===== config.mk =====
export PLATFORM = sky130hd
export DESIGN_NAME = otf_sd_to_binary
export DESIGN_NICKNAME = d
export VERILOG_FILES = /design/src/rtl/otf_sd_to_binary.sv
export SDC_FILE = /design/constraint.sdc
export NUM_CORES = 1
export LEC_CHECK = 0
export ABC_AREA = 1
export BUFFER_PORTS_ARGS = -buffer_cell sky130_fd_sc_hd__buf_4
export CAP_MARGIN = 20
export CORE_ASPECT_RATIO = 0.8
export CORE_MARGIN = 2
export CORE_UTILIZATION = 62
export CTS_CLUSTER_SIZE = 24
export DETAILED_ROUTE_END_ITERATION = 10
export PLACE_DENSITY = 0.92
export SETUP_SLACK_MARGIN = 0.02
export SYNTH_ARGS = -nofsm -noshare
export SYNTH_HDL_FRONTEND = slang
export SYNTH_SLANG_ARGS = --single-unit

===== constraint.sdc =====
create_clock -name clk -period 1.9 [get_ports clk]
set_clock_uncertainty 0.2 [all_clocks]
set_input_delay 0.475 -clock clk [delete_from_list [all_inputs] [get_ports clk]]
set_output_delay 0.475 -clock clk [all_outputs]
set_load 0.01 [all_outputs]

===== src/rtl/otf_sd_to_binary.sv =====
// ----------------------------------------------------------------------------
// otf_sd_to_binary
//
// On-the-fly converter from a radix-2 signed-digit (borrow-save) stream to a
// two's complement fraction. Digits arrive MSB first, one per handshake. Two
// registers are kept: Q (the value so far) and QM (Q minus one). Every digit
// selects a shifted copy of one of them, so no carry ever has to travel
// across the word. After N_DIGITS digits, Q holds the final result and is
// presented on res until downstream takes it.
//
// Parameters
//   N_DIGITS     digits per operand; value = sum d_i * 2^-i, i = 1..N_DIGITS
//   W            result width (N_DIGITS + 1), derived from N_DIGITS
//
// Ports
//   clk          clock; all state updates on the rising edge
//   rst_n        asynchronous active-low reset
//   clear        synchronous abort back to an empty accumulation
//   digit_valid  digit_p / digit_n carry a valid digit
//   digit_ready  converter can take a digit this cycle
//   digit_p      positive bit of the digit (d = digit_p - digit_n)
//   digit_n      negative bit of the digit ((1,1) also encodes 0)
//   res_valid    res holds a complete result
//   res_ready    downstream takes res
//   res          two's complement result, LSB weight 2^-N_DIGITS
//   res_zero     res is zero (meaningful only while res_valid)
// ----------------------------------------------------------------------------
module otf_sd_to_binary #(
    parameter  int N_DIGITS = 16,
    localparam int W        = N_DIGITS + 1
) (
    input  logic         clk,
    input  logic         rst_n,
    input  logic         clear,
    input  logic         digit_valid,
    output logic         digit_ready,
    input  logic         digit_p,
    input  logic         digit_n,
    output logic         res_valid,
    input  logic         res_ready,
    output logic [W-1:0] res,
    output logic         res_zero
);

    localparam int CW = $clog2(N_DIGITS + 1);

    localparam logic [0:0] ST_ACCUM = 1'b0;
    localparam logic [0:0] ST_DONE  = 1'b1;

    localparam logic [CW-1:0] LAST_CNT = CW'(N_DIGITS - 1);

    logic [0:0]    state;
    logic [CW-1:0] cnt;
    logic [W-1:0]  q;
    logic [W-1:0]  qm;

    logic          accept;
    logic          dig_pos;
    logic          dig_neg;
    logic [W-1:0]  q_next;
    logic [W-1:0]  qm_next;

    // Handshake outputs depend only on the state register.
    assign digit_ready = (state == ST_ACCUM);
    assign res_valid   = (state == ST_DONE);
    assign accept      = digit_valid & digit_ready;

    // (0,0) and (1,1) both mean zero; only the unequal pairs are +1 / -1.
    assign dig_pos = digit_p & ~digit_n;
    assign dig_neg = ~digit_p & digit_n;

    // Select the next Q / QM. Dropping the top bit on each shift is exact
    // because the magnitude of the partial value always stays below one.
    always_comb begin
        q_next  = {q[W-2:0], 1'b0};
        qm_next = {qm[W-2:0], 1'b1};
        if (dig_pos) begin
            q_next  = {q[W-2:0], 1'b1};
            qm_next = {q[W-2:0], 1'b0};
        end else if (dig_neg) begin
            q_next  = {qm[W-2:0], 1'b1};
            qm_next = {qm[W-2:0], 1'b0};
        end
    end

    // Control and datapath state. clear outranks everything except reset,
    // so a digit arriving together with clear is dropped and a held result
    // is discarded.
    always_ff @(posedge clk or negedge rst_n) begin
        if (!rst_n) begin
            state <= ST_ACCUM;
            cnt   <= '0;
            q     <= '0;
            qm    <= '1;
        end else if (clear) begin
            state <= ST_ACCUM;
            cnt   <= '0;
            q     <= '0;
            qm    <= '1;
        end else begin
            case (state)
                ST_ACCUM: begin
                    if (accept) begin
                        q   <= q_next;
                        qm  <= qm_next;
                        if (cnt == LAST_CNT) begin
                            state <= ST_DONE;
                            cnt   <= '0;
                        end else begin
                            cnt <= cnt + CW'(1);
                        end
                    end
                end
                ST_DONE: begin
                    if (res_ready) begin
                        state <= ST_ACCUM;
                        cnt   <= '0;
                        q     <= '0;
                        qm    <= '1;
                    end
                end
                default: begin
                    state <= ST_ACCUM;
                    cnt   <= '0;
                    q     <= '0;
                    qm    <= '1;
                end
            endcase
        end
    end

    // Q is the result register in every state; in ACCUM it is a partial
    // value that downstream ignores.
    assign res      = q;
    assign res_zero = (q == '0);

endmodule


==> impl_metrics.yaml, run 1 <==
final_layout:
  syn2layout_area_growth_pct: 19.82
  finalInstanceArea_mm2: 0.002549
  final_common_cell: "nand2_1"
  instances_no_fill: 356
  layout_common_cells: "89 x nand2_1, 38 x buf_4, 32 x inv_1, 32 x nor2_1, 22 x dfrtp_1"
  drive_above_1_share_pct: 29.11
  antennaDiodeCount: 0
  fillerInstances: 200
  postLayoutCoreUtil_pct: 80.26
  final_nets: 325
route:
  ant_nets: 0
  vias: 1872
  routed_wl_mm: 4.658
  drcViolationCount: 0
  drt_iter0_drc: 182
  post_drt_wl_per_cell_um: 13.08
  via_per_inst: 5.258
  dr.pass1.iters: 4
yosys:
  synth_top_family_by_area: "simple AND/OR/NAND/NOR gates"
  synth_cell_types: 24
  netlist_instances: 278
  synth-xor-area-share_pct: 0
  synth_seq_cells: 39
  synth-simple-area-share_pct: 29.18
  syn_avg_cell_area_um2: 7.651
  muxShareOfSynthArea_pct: 0
  yosysWarnings: 0
  syn_area_mm2: 0.002127
  synth_fa_ha_area_share_pct: 1.765
  ys_seq_area_share_pct: 46.82
  synth_nets: 288
  synth_compound_area_share_pct: 12.41
critical_path:
  crit_arrival_ns: 1.27
  r2r-start: "res_valid"
  critPathBufInv: 2
  worstSetupPathType: "flop to output port"
  worst_ep_required_time_ns: 1.22
  crit_chain: "inv_1 > nand2_2 > nor3_2 > nand2_1 > nor2_1 > buf_4"
  reg2reg_to: "res[10]"
  reg2reg_depth: 5
  crit_cells: 6
  crit_family: "flip-flops"
  r2r_slack_ns: 0.33
  cp-end-kind: "output port"
  slowest_stage: "dfrtp_1"
  cpPeakStageDelay_ns: 0.38
  cp-start-kind: "flop"
  path_max_fanout: 2
power_and_ir_drop:
  clkPwrFrac_pct: 33.2
  p_seq_share_pct: 49.7
  switching_share_pct: 27.33
  p_switching_mw: 0.5070
  ir_worst_vdd_mv: 0.6199
  leakagePower_nw: 1.337
  power_density_mw_per_mm2: 728.0
  comb_power_share_pct: 17.1
  p_int_mw: 1.349
  finalPower_mw: 1.856
clocking:
  clock-root-buffer: "clkbuf_8"
  cts_sinks: 39
  clk_pin_slew_ns: 0.08
  clkLatencyLatePin_ns: 0.30
  cts_made_buffers: 5
  htreeDepth: 2
  clockBufferDepth: 2
  cts_tree: "done"
place:
  portBuffers: 26
  place_area_mm2: 0.002367
  dpl.cell_count: 339
  hpwl_mm: 3.036
  gp_congestion: 0.8400
global_routing:
  grt_max_degree: 40
  gr-total-overflow: 0
  grt_pass1_vias: 1735
  grt_pass1_wl_mm: 8.079
  antenna_found_initial: 0
  grt_usage_pct: 26.14
timing:
  rsz0062_at_grt: "yes"
  relSlewSlack_pct: 67.31
  tightestPinTransition_ns: 0.4903
  final-setup-viol-count: 1
  finalHoldViolations: 0
  slew_viol_final: 0
  finalCriticalPeriod_ns: 1.941
  fin_ws_ns: -0.04123
  clock.fmax_mhz: 515.1
  fin_crit_sh_pct: 102.2
  final.setup.tns_ns: -0.04123
worst_hold_path:
  min_from: "cnt[4]"
  min_path_cells: 2
  whs_endpoint: "cnt[4]"
  hold_path.class: "flop to flop"
die:
  ios: 27
  die-area_mm2: 0.003918
  die_x_um: 69.49
  initial_utilization_pct: 66.98
  rows: 18
  core_mm2: 0.003176
  die_y_um: 56.39
run:
  drv_cap: 0
outcome:
  violations: "negative setup slack"
  status: "complete, but fails checks"
cell families after synthesis:
logic type               after synthesis
buffers and inverters                 46
AO/OA/AOI/OAI                         43
adder cells (fa/ha/maj)                3
AND/OR/NAND/NOR                      147
flip-flops                            39
flip-flops by register name, summed over array words and instances (netlist names):
name and flops:
cnt 5, res 17, res_valid 1, qm 16
worst max path at each step:
stage          slack, ns        to  startpoint
6_report           -0.04  res_zero      res[7]
5_1_grt            -0.15  res_zero      res[5]
4_1_cts            -0.04  res_zero     res[12]
3_5_place_dp        0.07   res[12]     digit_p
3_3_place_gp        0.12   res[11]     digit_p
2_1_floorplan       0.30   res[11]     digit_n
through the flow:
step                setup slack (ns)  hold slack (ns)
floorplan                     0.3048         -0.02059
global placement              0.1187           0.2510
detailed placement           0.07073           0.2537
CTS                         -0.03756           0.2736
global route                 -0.1527           0.2959
finish                      -0.04123           0.2765
power by group through the flow:
stage                     combinational (mW)  clock [mW]  sequential (mW)
after CTS                              0.317       0.614            0.920
final                                  0.318       0.617            0.921
after detailed placement               0.287           0            0.941
after global placement                 0.278           0            0.939
after global routing                   0.356       0.651            0.927
after floorplan                        0.175           0            0.941
Yosys cell counts (all sizes together):
cell type	count	share of area (%)
nand2	96	18
inv	35	6.3
nor2	35	6.9
o21ai	28	7.1
dfrtp	23	27
dfstp	16	20
a21oi	15	5.3
nand3	11	2.6
buf	10	3.4
ha	3	1.8
nand4	2	0.59
nor3	2	0.47
clkbuf	1	0.18
nand3b	1	0.53
cell type report:
type / count / area [µm²] / area share, %
Clock buffer: 8 / 100.1 / 3.927
Inverter: 35 / 133.9 / 5.253
Sequential cell: 39 / 997.2 / 39.13
Timing Repair Buffer: 41 / 335.3 / 13.16
Tap cell: 40 / 50.05 / 1.964
Multi-Input combinational cell: 193 / 932.1 / 36.57
tightest hold or removal path: cells and delay by family (launching register included):
family,cells,cell delay (ns)
DFF,1,0.35
buffers and inverters,1,0.04
and+or+nand+nor,1,0.05
routing by layer:
layer	share of wire, %	track usage, %	up-vias
met1	44	37.81	853
met5	0	0	-
met3	7.3	5.027	15
met2	46	38.74	75
li1	-	-	929
met4	2.3	10.64	0
timing repair:
action	in CTS	in global routing
hold endpoints to repair	23	0
gates resized for setup	4	1
gates cloned	0	0
buffers inserted	8	0
endpoints found under the setup margin	1	1
pin swaps	2	3
hold buffers	1	0
Power figures use the tool's default switching activity.
==> inputs of run 2 (changes only) <==
==> constraint.sdc (replaced) <==
create_clock -name clk -period 1.9 [get_ports clk]
set_clock_uncertainty 0.2 [all_clocks]
set_input_delay 0.095 -clock clk [delete_from_list [all_inputs] [get_ports clk]]
set_output_delay 0.095 -clock clk [all_outputs]
set_load 0.01 [all_outputs]
==> run 2 against run 1 <==
The run now ends clean. Die area is the same. Combinational power shrank 10%. Clock power grew 32%. Setup slack improved by 0.31 ns. Cell area shrank 2.3%. Total power rose by 9.2%. Via count is 2.8% lower. Largest cell class unchanged. Largest power group unchanged.
==> impl_metrics.yaml, run 2 (synthesis results as in run 1) <==
critical_path:
  r2r_slack_ns: 0.26
  slowest_stage: "dfrtp_1"
  crit_arrival_ns: 1.64
  cp-end-kind: "flop"
  cpPeakStageDelay_ns: 0.45
  path_max_fanout: 18
  crit_chain: "nor2_4 > nand2_4 > inv_4 > nand2_1 > o21ai_0"
  reg2reg_depth: 5
  cp-start-kind: "flop"
  worst_ep_required_time_ns: 1.91
  worstSetupPathType: "flop to flop"
  reg2reg_to: "res[1]"
  r2r-start: "res_valid"
power_and_ir_drop:
  switching_share_pct: 24.89
  p_switching_mw: 0.5044
  clkPwrFrac_pct: 40.1
  comb_power_share_pct: 14.1
  power_density_mw_per_mm2: 814.0
  p_seq_share_pct: 45.8
  ir_worst_vdd_mv: 0.6761
  leakagePower_nw: 1.299
  p_int_mw: 1.522
  finalPower_mw: 2.027
final_layout:
  antennaDiodeCount: 0
  drive_above_1_share_pct: 25.00
  layout_common_cells: "90 x nand2_1, 33 x inv_1, 33 x nor2_1"
  final_nets: 317
  instances_no_fill: 348
  final_common_cell: "nand2_1"
  largest_reg_flops: 17
  fillerInstances: 213
  syn2layout_area_growth_pct: 17.06
  postLayoutCoreUtil_pct: 78.41
route:
  drt_iter0_drc: 202
  vias: 1820
  ant_nets: 0
  routed_wl_mm: 4.746
  drcViolationCount: 0
  post_drt_wl_per_cell_um: 13.64
  dr.pass1.iters: 4
  via_per_inst: 5.230
worst_hold_path:
  min_from: "digit_valid"
  whs_endpoint: "qm[0]"
  min_path_cells: 5
  hold_path.class: "primary input to flop"
timing:
  finalHoldViolations: 0
  slew_viol_final: 0
  final.setup.tns_ns: 0
  relSlewSlack_pct: 67.87
  tightestPinTransition_ns: 0.4820
  finalCriticalPeriod_ns: 1.635
  fin_crit_sh_pct: 86.06
  clock.fmax_mhz: 611.5
  rsz0062_at_grt: "no"
  final-setup-viol-count: 0
die:
  core_mm2: 0.003176
  initial_utilization_pct: 66.98
  die_y_um: 56.39
  ios: 27
  die-area_mm2: 0.003918
  rows: 18
  die_x_um: 69.49
outcome:
  status: "completed"
place:
  dpl.cell_count: 337
  hpwl_mm: 3.043
  portBuffers: 26
  gp_congestion: 0.8219
clocking:
  cts_setup_buffers: 0
  clkLatencyLatePin_ns: 0.29
  cts_resized: 0
  cts_sinks: 39
  hold_buffers: 3
  clock-root-buffer: "clkbuf_8"
  htreeDepth: 2
  clockBufferDepth: 2
  cts_tree: "done"
  clk_pin_slew_ns: 0.08
  cts_made_buffers: 5
global_routing:
  grt_pass1_wl_mm: 8.231
  grt_pass1_vias: 1786
  gr-total-overflow: 0
  antenna_found_initial: 0
  grt_usage_pct: 26.42
  grt_max_degree: 40
run:
  drv_cap: 0
## run 2: layout make-up
type	instances	area (µm²)	area share, %
flip-flops and latches	39	996.0	40.00
multi-input cells	193	922.1	37.04
repair buffers	33	255.2	10.25
inverters	35	133.9	5.377
clock buffers	6	72.57	2.915
clock inverters	2	60.06	2.412
well taps	40	50.05	2.010
## run 2: worst max-delay path by stage
stage / from / endpoint / cells after the start
final: res_valid / res[1] / 5
after global routing: res_valid / res[1] / 5
after CTS: res[4] / res_zero / 6
after detailed placement: res_valid / res[2] / 5
after global placement: res_valid / res[2] / 5
after floorplan: res_valid / qm[10] / 6
## run 2: metal layers
| layer | global-route usage (%) | share of wire, % | up-vias |
|---|---|---|---|
| met2 | 42.17 | 47 | 62 |
| li1 | - | - | 916 |
| met1 | 36.68 | 46 | 834 |
| met4 | 8.683 | 1.5 | 0 |
| met5 | 0 | 0 | - |
| met3 | 4.847 | 6.3 | 8 |
## run 2: metrics by stage
stage / area, µm² / setup slack [ns] / hold slack (ns)
floorplan: 2127 / 0.5070 / -0.4006
global placement: 2327 / 0.3778 / -0.1078
CTS: 2490 / 0.2870 / 0.005065
global route: 2490 / 0.1570 / 0.04234
detailed placement: 2327 / 0.3127 / -0.1075
finish: 2490 / 0.2648 / 0.008369
## run 2: worst max-delay path, delay by kind of cell, from the launching register on
family / cells / cell delay [ns]
simple gates: 3 / 0.50
flops: 1 / 0.45
buf+inv: 1 / 0.23
compound gates: 1 / 0.17
## run 2: power groups by stage
stage	registers [mW]	clock network, mW	logic, mW
after CTS	0.928	0.819	0.285
after detailed placement	0.942	0	0.278
after floorplan	0.941	0	0.175
after global placement	0.940	0	0.269
final	0.929	0.812	0.285
after global routing	0.934	0.858	0.321
